$ cat src/rtl/paddsb_accum_ctrl_pkg.sv
// Shared types and constants for the packed saturating nibble accumulator.
package paddsb_accum_ctrl_pkg;

  localparam int unsigned NIB_W  = 4;
  localparam int unsigned LANES  = 4;
  localparam int unsigned DATA_W = NIB_W * LANES;

  typedef enum logic [1:0] {
    IDLE  = 2'd0,
    ACCUM = 2'd1,
    DONE  = 2'd2
  } state_t;

  localparam logic [NIB_W-1:0] NIB_POS_SAT = 4'b0111;
  localparam logic [NIB_W-1:0] NIB_NEG_SAT = 4'b1000;

endpackage

$ cat src/rtl/paddsb_accum_ctrl_if.sv
// Operand stream, result stream and job command bundle for the accumulator.
interface paddsb_accum_ctrl_if
  import paddsb_accum_ctrl_pkg::*;
#(
  parameter int unsigned LEN_W = 4
);

  logic              start;
  logic [LEN_W-1:0]  len;
  logic              op_valid;
  logic [DATA_W-1:0] op_data;
  logic              op_ready;
  logic              res_valid;
  logic [DATA_W-1:0] res_data;
  logic [LANES-1:0]  res_sat;
  logic              res_ready;
  logic              busy;

  modport master (
    output start, len, op_valid, op_data, res_ready,
    input  op_ready, res_valid, res_data, res_sat, busy
  );

  modport slave (
    input  start, len, op_valid, op_data, res_ready,
    output op_ready, res_valid, res_data, res_sat, busy
  );

endinterface

$ cat src/rtl/paddsb_accum_ctrl_nib_sat_add.sv
// Signed 4-bit saturating add for a single lane.
module nib_sat_add
  import paddsb_accum_ctrl_pkg::*;
(
  input  logic [NIB_W-1:0] a,
  input  logic [NIB_W-1:0] b,
  output logic [NIB_W-1:0] y,
  output logic             ovf
);

  logic [NIB_W-1:0] s;

  always_comb begin
    s   = a + b;
    ovf = (a[NIB_W-1] == b[NIB_W-1]) && (s[NIB_W-1] != a[NIB_W-1]);
    y   = s;
    // Clamp direction follows the shared operand sign.
    if (ovf) begin
      y = a[NIB_W-1] ? NIB_NEG_SAT : NIB_POS_SAT;
    end
  end

endmodule

$ cat src/rtl/paddsb_accum_ctrl.sv
// Multi-operand packed-nibble saturating accumulator with command, operand
// and result handshakes.
module paddsb_accum_ctrl
  import paddsb_accum_ctrl_pkg::*;
#(
  parameter int unsigned LEN_W = 4
)(
  input logic                 clk,
  input logic                 rst,
  paddsb_accum_ctrl_if.slave  bus
);

  state_t            state;
  logic [DATA_W-1:0] acc;
  logic [LANES-1:0]  sat;
  logic [LEN_W-1:0]  remaining;
  logic              op_ready_q;
  logic              res_valid_q;
  logic              busy_q;
  logic [DATA_W-1:0] res_data_q;
  logic [LANES-1:0]  res_sat_q;

  logic [DATA_W-1:0] sum_c;
  logic [LANES-1:0]  ovf_c;
  logic [LANES-1:0]  sat_nxt_c;

  for (genvar i = 0; i < LANES; i++) begin : g_lane
    nib_sat_add u_lane (
      .a   (acc[i*NIB_W +: NIB_W]),
      .b   (bus.op_data[i*NIB_W +: NIB_W]),
      .y   (sum_c[i*NIB_W +: NIB_W]),
      .ovf (ovf_c[i])
    );
  end

  assign sat_nxt_c = sat | ovf_c;

  // FSM plus datapath; handshake outputs are flops loaded with the next state.
  always_ff @(posedge clk) begin
    if (rst) begin
      state       <= IDLE;
      acc         <= '0;
      sat         <= '0;
      remaining   <= '0;
      op_ready_q  <= 1'b0;
      res_valid_q <= 1'b0;
      busy_q      <= 1'b0;
      res_data_q  <= '0;
      res_sat_q   <= '0;
    end else begin
      case (state)
        IDLE: begin
          if (bus.start) begin
            acc    <= '0;
            sat    <= '0;
            busy_q <= 1'b1;
            if (bus.len != '0) begin
              remaining  <= bus.len;
              state      <= ACCUM;
              op_ready_q <= 1'b1;
            end else begin
              state       <= DONE;
              res_valid_q <= 1'b1;
              res_data_q  <= '0;
              res_sat_q   <= '0;
            end
          end
        end
        ACCUM: begin
          if (bus.op_valid && op_ready_q) begin
            acc       <= sum_c;
            sat       <= sat_nxt_c;
            remaining <= remaining - LEN_W'(1);
            // Result registers capture the final fold directly.
            if (remaining == LEN_W'(1)) begin
              state       <= DONE;
              op_ready_q  <= 1'b0;
              res_valid_q <= 1'b1;
              res_data_q  <= sum_c;
              res_sat_q   <= sat_nxt_c;
            end
          end
        end
        DONE: begin
          if (bus.res_ready) begin
            state       <= IDLE;
            res_valid_q <= 1'b0;
            busy_q      <= 1'b0;
            res_data_q  <= '0;
            res_sat_q   <= '0;
          end
        end
        default: begin
          state       <= IDLE;
          op_ready_q  <= 1'b0;
          res_valid_q <= 1'b0;
          busy_q      <= 1'b0;
          res_data_q  <= '0;
          res_sat_q   <= '0;
        end
      endcase
    end
  end

  assign bus.op_ready  = op_ready_q;
  assign bus.res_valid = res_valid_q;
  assign bus.busy      = busy_q;
  assign bus.res_data  = res_data_q;
  assign bus.res_sat   = res_sat_q;

endmodule

$ cat src/flat_wrapper.sv
// flat-port wrapper written by rule: the top's interface ports become plain ports
module paddsb_accum_ctrl_flat import paddsb_accum_ctrl_pkg::*;
#(
  parameter int unsigned LEN_W = 4
)
  (clk, rst, bus_start, bus_len, bus_op_valid, bus_op_data, bus_res_ready, bus_op_ready, bus_res_valid, bus_res_data, bus_res_sat, bus_busy);
  paddsb_accum_ctrl_if #(.LEN_W(LEN_W)) bus_i ();
  input logic clk;
  input logic rst;
  input wire logic [$bits(bus_i.start)-1:0] bus_start;
  input wire logic [$bits(bus_i.len)-1:0] bus_len;
  input wire logic [$bits(bus_i.op_valid)-1:0] bus_op_valid;
  input wire logic [$bits(bus_i.op_data)-1:0] bus_op_data;
  input wire logic [$bits(bus_i.res_ready)-1:0] bus_res_ready;
  output wire logic [$bits(bus_i.op_ready)-1:0] bus_op_ready;
  output wire logic [$bits(bus_i.res_valid)-1:0] bus_res_valid;
  output wire logic [$bits(bus_i.res_data)-1:0] bus_res_data;
  output wire logic [$bits(bus_i.res_sat)-1:0] bus_res_sat;
  output wire logic [$bits(bus_i.busy)-1:0] bus_busy;
  assign bus_i.start = bus_start;
  assign bus_i.len = bus_len;
  assign bus_i.op_valid = bus_op_valid;
  assign bus_i.op_data = bus_op_data;
  assign bus_i.res_ready = bus_res_ready;
  assign bus_op_ready = bus_i.op_ready;
  assign bus_res_valid = bus_i.res_valid;
  assign bus_res_data = bus_i.res_data;
  assign bus_res_sat = bus_i.res_sat;
  assign bus_busy = bus_i.busy;
  paddsb_accum_ctrl #(.LEN_W(LEN_W)) u_core (.clk(clk), .rst(rst), .bus(bus_i));
endmodule
$ cat config.mk
export PLATFORM = sky130hd
export DESIGN_NAME = paddsb_accum_ctrl_flat
export DESIGN_NICKNAME = d
export VERILOG_FILES = /design/src/rtl/paddsb_accum_ctrl_pkg.sv /design/src/rtl/paddsb_accum_ctrl_if.sv /design/src/rtl/paddsb_accum_ctrl_nib_sat_add.sv /design/src/rtl/paddsb_accum_ctrl.sv /design/src/flat_wrapper.sv
export SDC_FILE = /design/constraint.sdc
export NUM_CORES = 1
export LEC_CHECK = 0
export ABC_AREA = 1
export BUFFER_PORTS_ARGS = -buffer_cell sky130_fd_sc_hd__buf_2
export CORE_AREA = 2 2 102 104
export CTS_CLUSTER_SIZE = 8
export DETAILED_ROUTE_END_ITERATION = 16
export DIE_AREA = 0 0 104 106
export PLACE_DENSITY = 0.56
export SKIP_CTS_REPAIR_TIMING = 1
export SLEW_MARGIN = 30
export SYNTH_ARGS = -nofsm -noshare
export SYNTH_HDL_FRONTEND = slang
export SYNTH_HIERARCHICAL = 1
export SYNTH_SLANG_ARGS = --single-unit
$ cat constraint.sdc
create_clock -name clk -period 2 [get_ports clk]
set_input_delay 0.1 -clock clk [delete_from_list [all_inputs] [get_ports clk]]
set_output_delay 0.1 -clock clk [all_outputs]
set_load 0.01 [all_outputs]
# == After elaboration in Yosys (flattened, before gate mapping) ==
# Cells that the tools add are included.
# totals
register_bits,49
latch_bits,0
ramBits,0
rom_bits,0
input_bits,25
output_inout_bits,23
wordCells,97
memories,0
# op_classes
n_addsub,5
mul,0
div,0
magnitude_cmp,0
n_eq_ne,17
shifts,0
muxes,49
bitwise,3
reduce_logical,14
# op_table
cell,n
2-to-1 mux 16 bit,7
2-to-1 mux 4 bit,18
one-hot mux 16 bit (3 select lines),1
one-hot mux 16 bit (2 select lines),1
adder 4 bit,4
one-hot mux 4 bit (2 select lines),2
one-hot mux 4 bit (3 select lines),1
2-to-1 mux 1 bit,10
2-to-1 mux 2 bit,5
AND reduction 5 bit,2
one-hot mux 1 bit (3 select lines),3
AND reduction 4 bit,2
inequality test 2 x 1 -> 1 bit (second input constant),3
inequality test 2 bit (second input constant),3
one-hot mux 2 bit (3 select lines),1
AND reduction 3 bit,2
logical AND 1 bit,5
equality test 1 bit,4
equality test 4 x 1 -> 1 bit (second input constant),1
inequality test 1 bit,4
OR 4 bit,1
nonzero test 4 bit,1
subtractor 4 x 1 -> 4 bit (second input constant),1
equality test 2 x 1 -> 1 bit (second input constant),1
other kinds (4),5

# == Depth between registers and ports, before layout ==
# Gate-level depths: netlist of run 1.
# depth
depth_word,7
mapped_depth,11
ltp_nobuf,11

# == Modules after synthesis ==
# Netlist of run 1, hierarchy kept.
# by_module_without_submodules
mod,instances,cells_per_inst,area_per_inst_um2,seq_area_each_um2
paddsb_accum_ctrl,1,308,2124.5,980.9
nib_sat_add,4,32,191.4,0.0

# == Least setup slack after synthesis of run 1 ==
# OpenSTA, ideal clock, no wires.
# synth_timing
path_type,register to register
startpoint,register u_core.acc[8]
endpoint,register u_core.acc[10]
setup_time_ns,0.070
arrival_ns,1.457
required_time_ns,1.930
slack_ns,0.473
stages_incl_launch_ff,11
n_path_buf,0
synth_period_minus_slack_ns,1.527
path_cell_list,dfxtp_1 ha_1 inv_1 fa_1 xnor2_1 nand2_1 nand2_1 inv_1 nor2_1 nand2_1 a21oi_1
# synth_via
elab_chain_len,6
# synth_lines
element,line_no,source
start: declaration,paddsb_accum_ctrl.sv:14,logic [DATA_W-1:0] acc;
start signal: assignment,paddsb_accum_ctrl.sv:71,acc <= sum_c;
adder 4 bit *,paddsb_accum_ctrl_nib_sat_add.sv:14,s = a + b;
inequality test 1 bit,paddsb_accum_ctrl_nib_sat_add.sv:15,ovf = (a[NIB_W-1] == b[NIB_W-1]) && (s[NIB_W-1] != a[NIB_W-1]);
logical AND 1 bit,paddsb_accum_ctrl_nib_sat_add.sv:15,
2-to-1 mux 4 bit *,paddsb_accum_ctrl_nib_sat_add.sv:18,if (ovf) begin
net u_core.sum_c[10],paddsb_accum_ctrl.sv:23,logic [DATA_W-1:0] sum_c;
2-to-1 mux 16 bit *,paddsb_accum_ctrl.sv:70,if (bus.op_valid && op_ready_q) begin
one-hot mux 16 bit (2 select lines) *,paddsb_accum_ctrl.sv:51,case (state)
# Mark *: on every way through the listed nets, which the timed path passes. The rest lies on a longest branch. The select of a mux whose other input is x is not followed.
# A chain may end at the register's enable or synchronous reset.

# == Final worst setup path of run 1 ==
# layout_timing
startpoint,register u_core.acc[12]
endpoint,register u_core.acc[14]
# The elaborated chain is that of the path after synthesis.

==> results of run 1 <==
[final timing paths]
path                                          endpoint                            startpoint  cells after the start  slack (ns)
setup / recovery           u_core/acc[14]$_SDFFE_PP0P_           u_core/acc[12]$_SDFFE_PP0P_                     10        0.29
setup reg to reg           u_core/acc[14]$_SDFFE_PP0P_           u_core/acc[12]$_SDFFE_PP0P_                     10        0.29
hold reg to reg   u_core/bus.res_data[13]$_SDFFE_PP0P_  u_core/bus.res_data[13]$_SDFFE_PP0P_                      2        0.47
hold / removal            u_core/bus.busy$_SDFFE_PP0P_                             bus_start                      3        0.12
[registers in the layout, summed over array words and instances (netlist names)]
signal,cells
u_core/bus.res_valid,1
u_core/sat,4
u_core/acc,16
u_core/remaining,4
u_core/bus.busy,1
u_core/bus.res_data,16
u_core/state,2
u_core/bus.op_ready,1
u_core/bus.res_sat,4
[area by class of cell]
cell class | instances | area [µm²] | area share (%)
Clock buffer | 5 | 68.8 | 2.04
Sequential cell | 49 | 981 | 29.1
Inverter | 65 | 244 | 7.24
Timing Repair Buffer | 54 | 288 | 8.54
Multi-Input combinational cell | 308 | 1580 | 47.0
Clock inverter | 2 | 35.0 | 1.04
Tap cell | 136 | 170 | 5.05
[synth_stat cells, drive strengths merged]
master,n
ha,14
buf,11
clkbuf,3
a21oi,16
nand2,120
nor2,79
nand3,40
or2,4
fa,4
inv,65
a31oi,5
xnor2,5
dfxtp,49
o21ai,21
[through the flow]
step,hold slack [ns],util (%),power [mW]
floorplan,0.289,-,1.94
global placement,0.439,32.6,2.16
detailed placement,0.439,32.6,2.18
CTS,0.111,33.7,2.88
global route,0.128,33.7,3.07
finish,0.123,33.7,2.84
[power by group]
part | internal [mW] | total, mW | leakage (nW) | switching, mW
clock | 0.364 | 0.685 | 0.0540 | 0.321
sequential | 1.09 | 1.16 | 0.400 | 0.0743
combinational | 0.361 | 0.989 | 1.37 | 0.628
[critical path, delay by kind of cell (launching register included)]
| kind | cells | cell delay [ns] |
|---|---|---|
| AO/OA/AOI/OAI | 1 | 0.15 |
| XOR/XNOR | 1 | 0.15 |
| adder cells (fa/ha/maj) | 2 | 0.58 |
| AND/OR/NAND/NOR | 4 | 0.30 |
| flip-flops | 1 | 0.34 |
| buffers and inverters | 2 | 0.11 |
[routing by layer]
layer  global-route usage (%)  up-vias
met3                     2.64        2
met2                     22.8       34
met1                     15.4     1212
met5                        0        -
li1                         -     1428
met4                     2.61        0
[kinds of logic after synthesis]
logic type                 after synthesis  synth area share (%)
AOI/OAI and AO/OA                       42                  7.49
xor gates and xnor gates                 5                  1.52
adders and majority gates               18                  8.83
buffers and inverters                   79                  11.3
DFF                                     49                  33.9
and+or+nand+nor                        243                  36.9
==> impl_metrics.py, run 1 <==
metrics = {
    "status": {
        "outcome": "finished clean",
    },
    "drt": {
        "highest_layer": "met4",
        "vias": 2676,
        "drt-met1-wl_um": 3250,
        "ant_nets": 0,
        "dr.pass1.iters": 4,
        "drt_wl_total_um": 6780,
        "via_per_inst": 4.32,
        "first_iter_violations": 139,
        "dr_wl_met2_um": 3270,
        "drc": 0,
        "wl_met3_um": 230,
        "wl_per_cell_um": 10.9,
    },
    "die": {
        "initial_core_util_pct": 28.9,
        "die-width_um": 104,
        "rows": 37,
        "die_h_um": 106,
        "fp.coreArea_um2": 10000,
        "io_pins": 48,
        "die-area_um2": 11000,
    },
    "clocking": {
        "clk_pin_slew_ns": 0.09,
        "clock_sinks": 49,
        "clockBufferDepth": 2,
        "clk_latency_ns": 0.29,
        "root_buffer": "clkbuf_8",
        "cts_tree": "yes",
        "numCtsBuffers": 5,
        "htreeDepth": 2,
    },
    "place": {
        "dp_slack_ns": 0.310,
        "dp_hpwl_um": 4980,
        "gp_congestion": 0.810,
        "portBuffers": 47,
        "post-place-cells": 612,
        "post_dp_cell_area_um2": 3260,
    },
    "setup_path": {
        "cp.required_ns": 2.22,
        "cp_common_cell": "nand2_1",
        "crit_chain": "ha_1 > inv_1 > fa_1 > xnor2_1 > nand2_1 > nand2_1 > inv_1 > nor2_1 > nand2_1 > a21oi_1",
        "crit_arrival_ns": 1.93,
        "max_stage_delay_ns": 0.38,
        "critPathLaunchType": "flop",
        "worst_setup_path_end_kind": "flop",
        "critical_path.max_fanout": 3,
        "slowest_stage": "fa_1",
        "crit_type": "reg2reg",
    },
    "sta": {
        "hold_viol": 0,
        "fin_crit_sh_pct": 85.4,
        "tightest_slew_ns": 0.330,
        "fin_ws_ns": 0.293,
        "drv_slew": 0,
        "fin_crit_ns": 1.71,
        "rsz0062_at_grt": "no",
        "fin_skew_ns": 0.00368,
        "worst_slew_margin_rel_pct": 78.0,
        "fin_tns_setup_ns": 0,
        "max_clock_freq_mhz": 586,
        "setup_violations": 0,
    },
    "final_layout": {
        "diodes": 0,
        "fin_cells": 619,
        "final_common_cell": "nand2_1",
        "fillers": 1116,
        "mostFrequentLayoutCells": "109 x nand2_1, 77 x nor2_1, 63 x inv_1",
        "design_area_um2": 3370,
        "area_growth_pct": 16.5,
        "drive_gt1_share_pct": 17.8,
        "final_nets": 526,
    },
    "synth": {
        "synthTopCellsByArea": "dfxtp_1 34%, nand2_1 14%, nor2_1 10%, inv_1 8.2%, ha_1 6.1%",
        "synth_nets": 479,
        "ys_ff_latch": 49,
        "avgSynthCellArea_um2": 6.63,
        "yosys.area.top_type": "dfxtp_1",
        "yosys.cell_types.count": 22,
        "yosysWarnings": 6,
        "syn_inst": 436,
        "syn_area_um2": 2890,
        "ys_seq_area_share_pct": 33.9,
        "synth_top_cell_area_share_pct": 33.9,
    },
    "global_routing": {
        "grt_pass1_vias": 2597,
        "grt_usage_pct": 12.6,
        "grt_first_pass_wirelength_um": 11500,
        "overflow": 0,
        "grt_max_degree": 26,
        "antenna_found_initial": 0,
    },
    "run": {
        "maxCapViolCount": 0,
    },
    "pwr": {
        "power_leakage_nw": 1.82,
        "irDropWorstVdd_mv": 0.485,
        "cellPowerDensity_nw_per_um2": 843,
    },
    "worst_hold_path": {
        "worstHoldPathType": "in2reg",
    },
}
Power figures use the tool's default switching activity.
==> run 2: changes to the inputs <==
BUFFER_PORTS_ARGS = unset   (was -buffer_cell sky130_fd_sc_hd__buf_2)
CELL_PAD_IN_SITES_DETAIL_PLACEMENT = 2   (was unset)
CELL_PAD_IN_SITES_GLOBAL_PLACEMENT = 2   (was unset)
CORE_AREA = 2 2 96 98   (was 2 2 102 104)
DIE_AREA = 0 0 98 100   (was 0 0 104 106)
DONT_BUFFER_PORTS = 1   (was unset)
PLACE_DENSITY = 0.85   (was 0.56)
==> run 2 against run 1 <==
  * The run now ends with negative hold slack left
  * Worst hold slack got worse by 0.27 ns
  * Clock power increased by 27%
  * Count of clock-buffer cells in the layout unchanged
  * Die area decreased by 11%
  * Routed wire length increased by 23%
  * Via count increased by 0.19%
  * Sequential share of layout area increased by 2.0 points
  * Clock skew about the same
  * First-iteration DRC count decreased by 64%
  * Core utilization increased by 1.7 points
  * Largest power group unchanged
  * Highest routed layer unchanged
==> impl_metrics.py, run 2 (synthesized netlist as in run 1, its figures left out) <==
metrics = {
    "sta": {
        "setup_violations": 0,
        "max_clock_freq_mhz": 543,
        "hold_viol": 10,
        "fin_tns_setup_ns": 0,
        "fin_skew_ns": 0.00342,
        "fin_crit_ns": 1.84,
        "worst_slew_margin_rel_pct": 57.2,
        "hold_ws_ns": -0.150,
        "tightest_slew_ns": 0.641,
        "drv_slew": 0,
        "fin_crit_sh_pct": 92.1,
    },
    "clocking": {
        "cts_tree": "yes",
        "root_buffer": "clkbuf_8",
        "numCtsBuffers": 5,
        "htreeDepth": 2,
        "clk_pin_slew_ns": 0.10,
        "clock_sinks": 49,
        "clockBufferDepth": 2,
        "clk_latency_ns": 0.31,
    },
    "pwr": {
        "cellPowerDensity_nw_per_um2": 961,
        "power.switching_mw": 1.10,
        "p_sw_share_pct": 36.5,
        "internal-power_mw": 1.92,
        "seq_power_share_pct": 39.5,
        "irDropWorstVdd_mv": 0.384,
        "power_leakage_nw": 1.62,
        "p_clk_share_pct": 28.8,
        "combPwrFrac_pct": 31.7,
    },
    "setup_path": {
        "crit_arrival_ns": 2.09,
        "worst_setup_path_end_kind": "flop",
        "crit_type": "reg2reg",
        "critical_path.max_fanout": 3,
        "cp.required_ns": 2.25,
        "critPathLaunchType": "flop",
    },
    "final_layout": {
        "final_common_cell": "nand2_1",
        "fin_cells": 548,
        "multi_input_area_um2": 1590,
        "mostFrequentLayoutCells": "109 x nand2_1, 77 x nor2_1, 63 x inv_1",
        "final_nets": 479,
        "regArea_um2": 981,
        "area_growth_pct": 8.92,
        "diodes": 0,
        "fillers": 1144,
        "drive_gt1_share_pct": 9.38,
    },
    "die": {
        "die_h_um": 100,
        "io_pins": 48,
        "rows": 35,
        "die-width_um": 98,
        "die-area_um2": 9800,
        "fp.coreArea_um2": 8890,
        "initial_core_util_pct": 32.5,
    },
    "drt": {
        "vias": 2681,
        "wl_per_cell_um": 15.3,
        "dr.pass1.iters": 4,
        "drt_wl_total_um": 8360,
        "ant_nets": 0,
        "first_iter_violations": 50,
        "via_per_inst": 4.89,
        "drc": 0,
    },
    "global_routing": {
        "grt_usage_pct": 18.0,
        "grt_max_degree": 26,
        "grt_pass1_vias": 3028,
        "antenna_found_initial": 0,
        "overflow": 0,
        "grt_first_pass_wirelength_um": 14300,
    },
    "status": {
        "failed_checks": "negative hold slack",
        "outcome": "finished with violations",
    },
    "place": {
        "portBuffers": 0,
        "post-place-cells": 539,
        "dp_hpwl_um": 6380,
        "gp_congestion": 0.822,
    },
    "worst_hold_path": {
        "worstHoldPathType": "in2reg",
    },
    "run": {
        "maxCapViolCount": 0,
    },
}
run 2: path summary, 6_finish.rpt:
kind | from | endpoint | slack [ns] | depth (start not counted)
worst max register to register | u_core/acc[12]$_SDFFE_PP0P_ | u_core/acc[14]$_SDFFE_PP0P_ | 0.16 | 10
worst max-delay path | u_core/acc[12]$_SDFFE_PP0P_ | u_core/acc[14]$_SDFFE_PP0P_ | 0.16 | 10
worst min register to register | u_core/acc[14]$_SDFFE_PP0P_ | u_core/acc[14]$_SDFFE_PP0P_ | 0.49 | 2
worst min-delay path | rst | u_core/acc[9]$_SDFFE_PP0P_ | -0.15 | 1
run 2: layer usage:
layer | wire length (µm) | track usage (%) | part of all wire (%)
met2 | 4590 | 36.2 | 55
met5 | 0 | 0 | 0
met3 | 237 | 2.99 | 2.8
met4 | 63 | 3.53 | 0.75
met1 | 3470 | 19.7 | 42
run 2: metrics by stage:
step	utilization, %	area, µm²	power [mW]	setup slack (ns)
5_1_grt	35.4	3150	3.27	-0.00159
3_5_place_dp	33.6	2990	2.17	0.178
6_report	35.4	3150	3.02	0.158
4_1_cts	35.2	3130	3.07	0.0815
2_1_floorplan	-	2890	1.94	0.473
3_3_place_gp	33.6	2990	2.10	0.339
run 2: worst max-delay path, stage by stage (launching register included):
cell     delay (ns)
dfxtp_1        0.37
ha_2           0.22
inv_1          0.07
fa_1           0.41
xnor2_2        0.17
nand2_1        0.09
nand2_1        0.06
inv_1          0.04
nor2_1         0.14
nand2_1        0.07
a21oi_1        0.14
run 2: area by class of cell:
type | instances | share of cell area (%)
clock inverters | 3 | 2.19
inverters | 65 | 7.75
well taps | 111 | 4.41
flip-flops and latches | 49 | 31.2
repair buffers | 7 | 1.75
clock buffers | 5 | 2.19
multi-input cells | 308 | 50.6
run 2: power by group through the flow:
stage               Clock [mW]  Sequential (mW)  Combinational (mW)
detailed placement           0             1.22               0.957
floorplan                    0             1.19               0.747
global route             0.942             1.21                1.12
global placement             0             1.21               0.885
CTS                      0.909             1.20               0.969
finish                   0.870             1.19               0.959
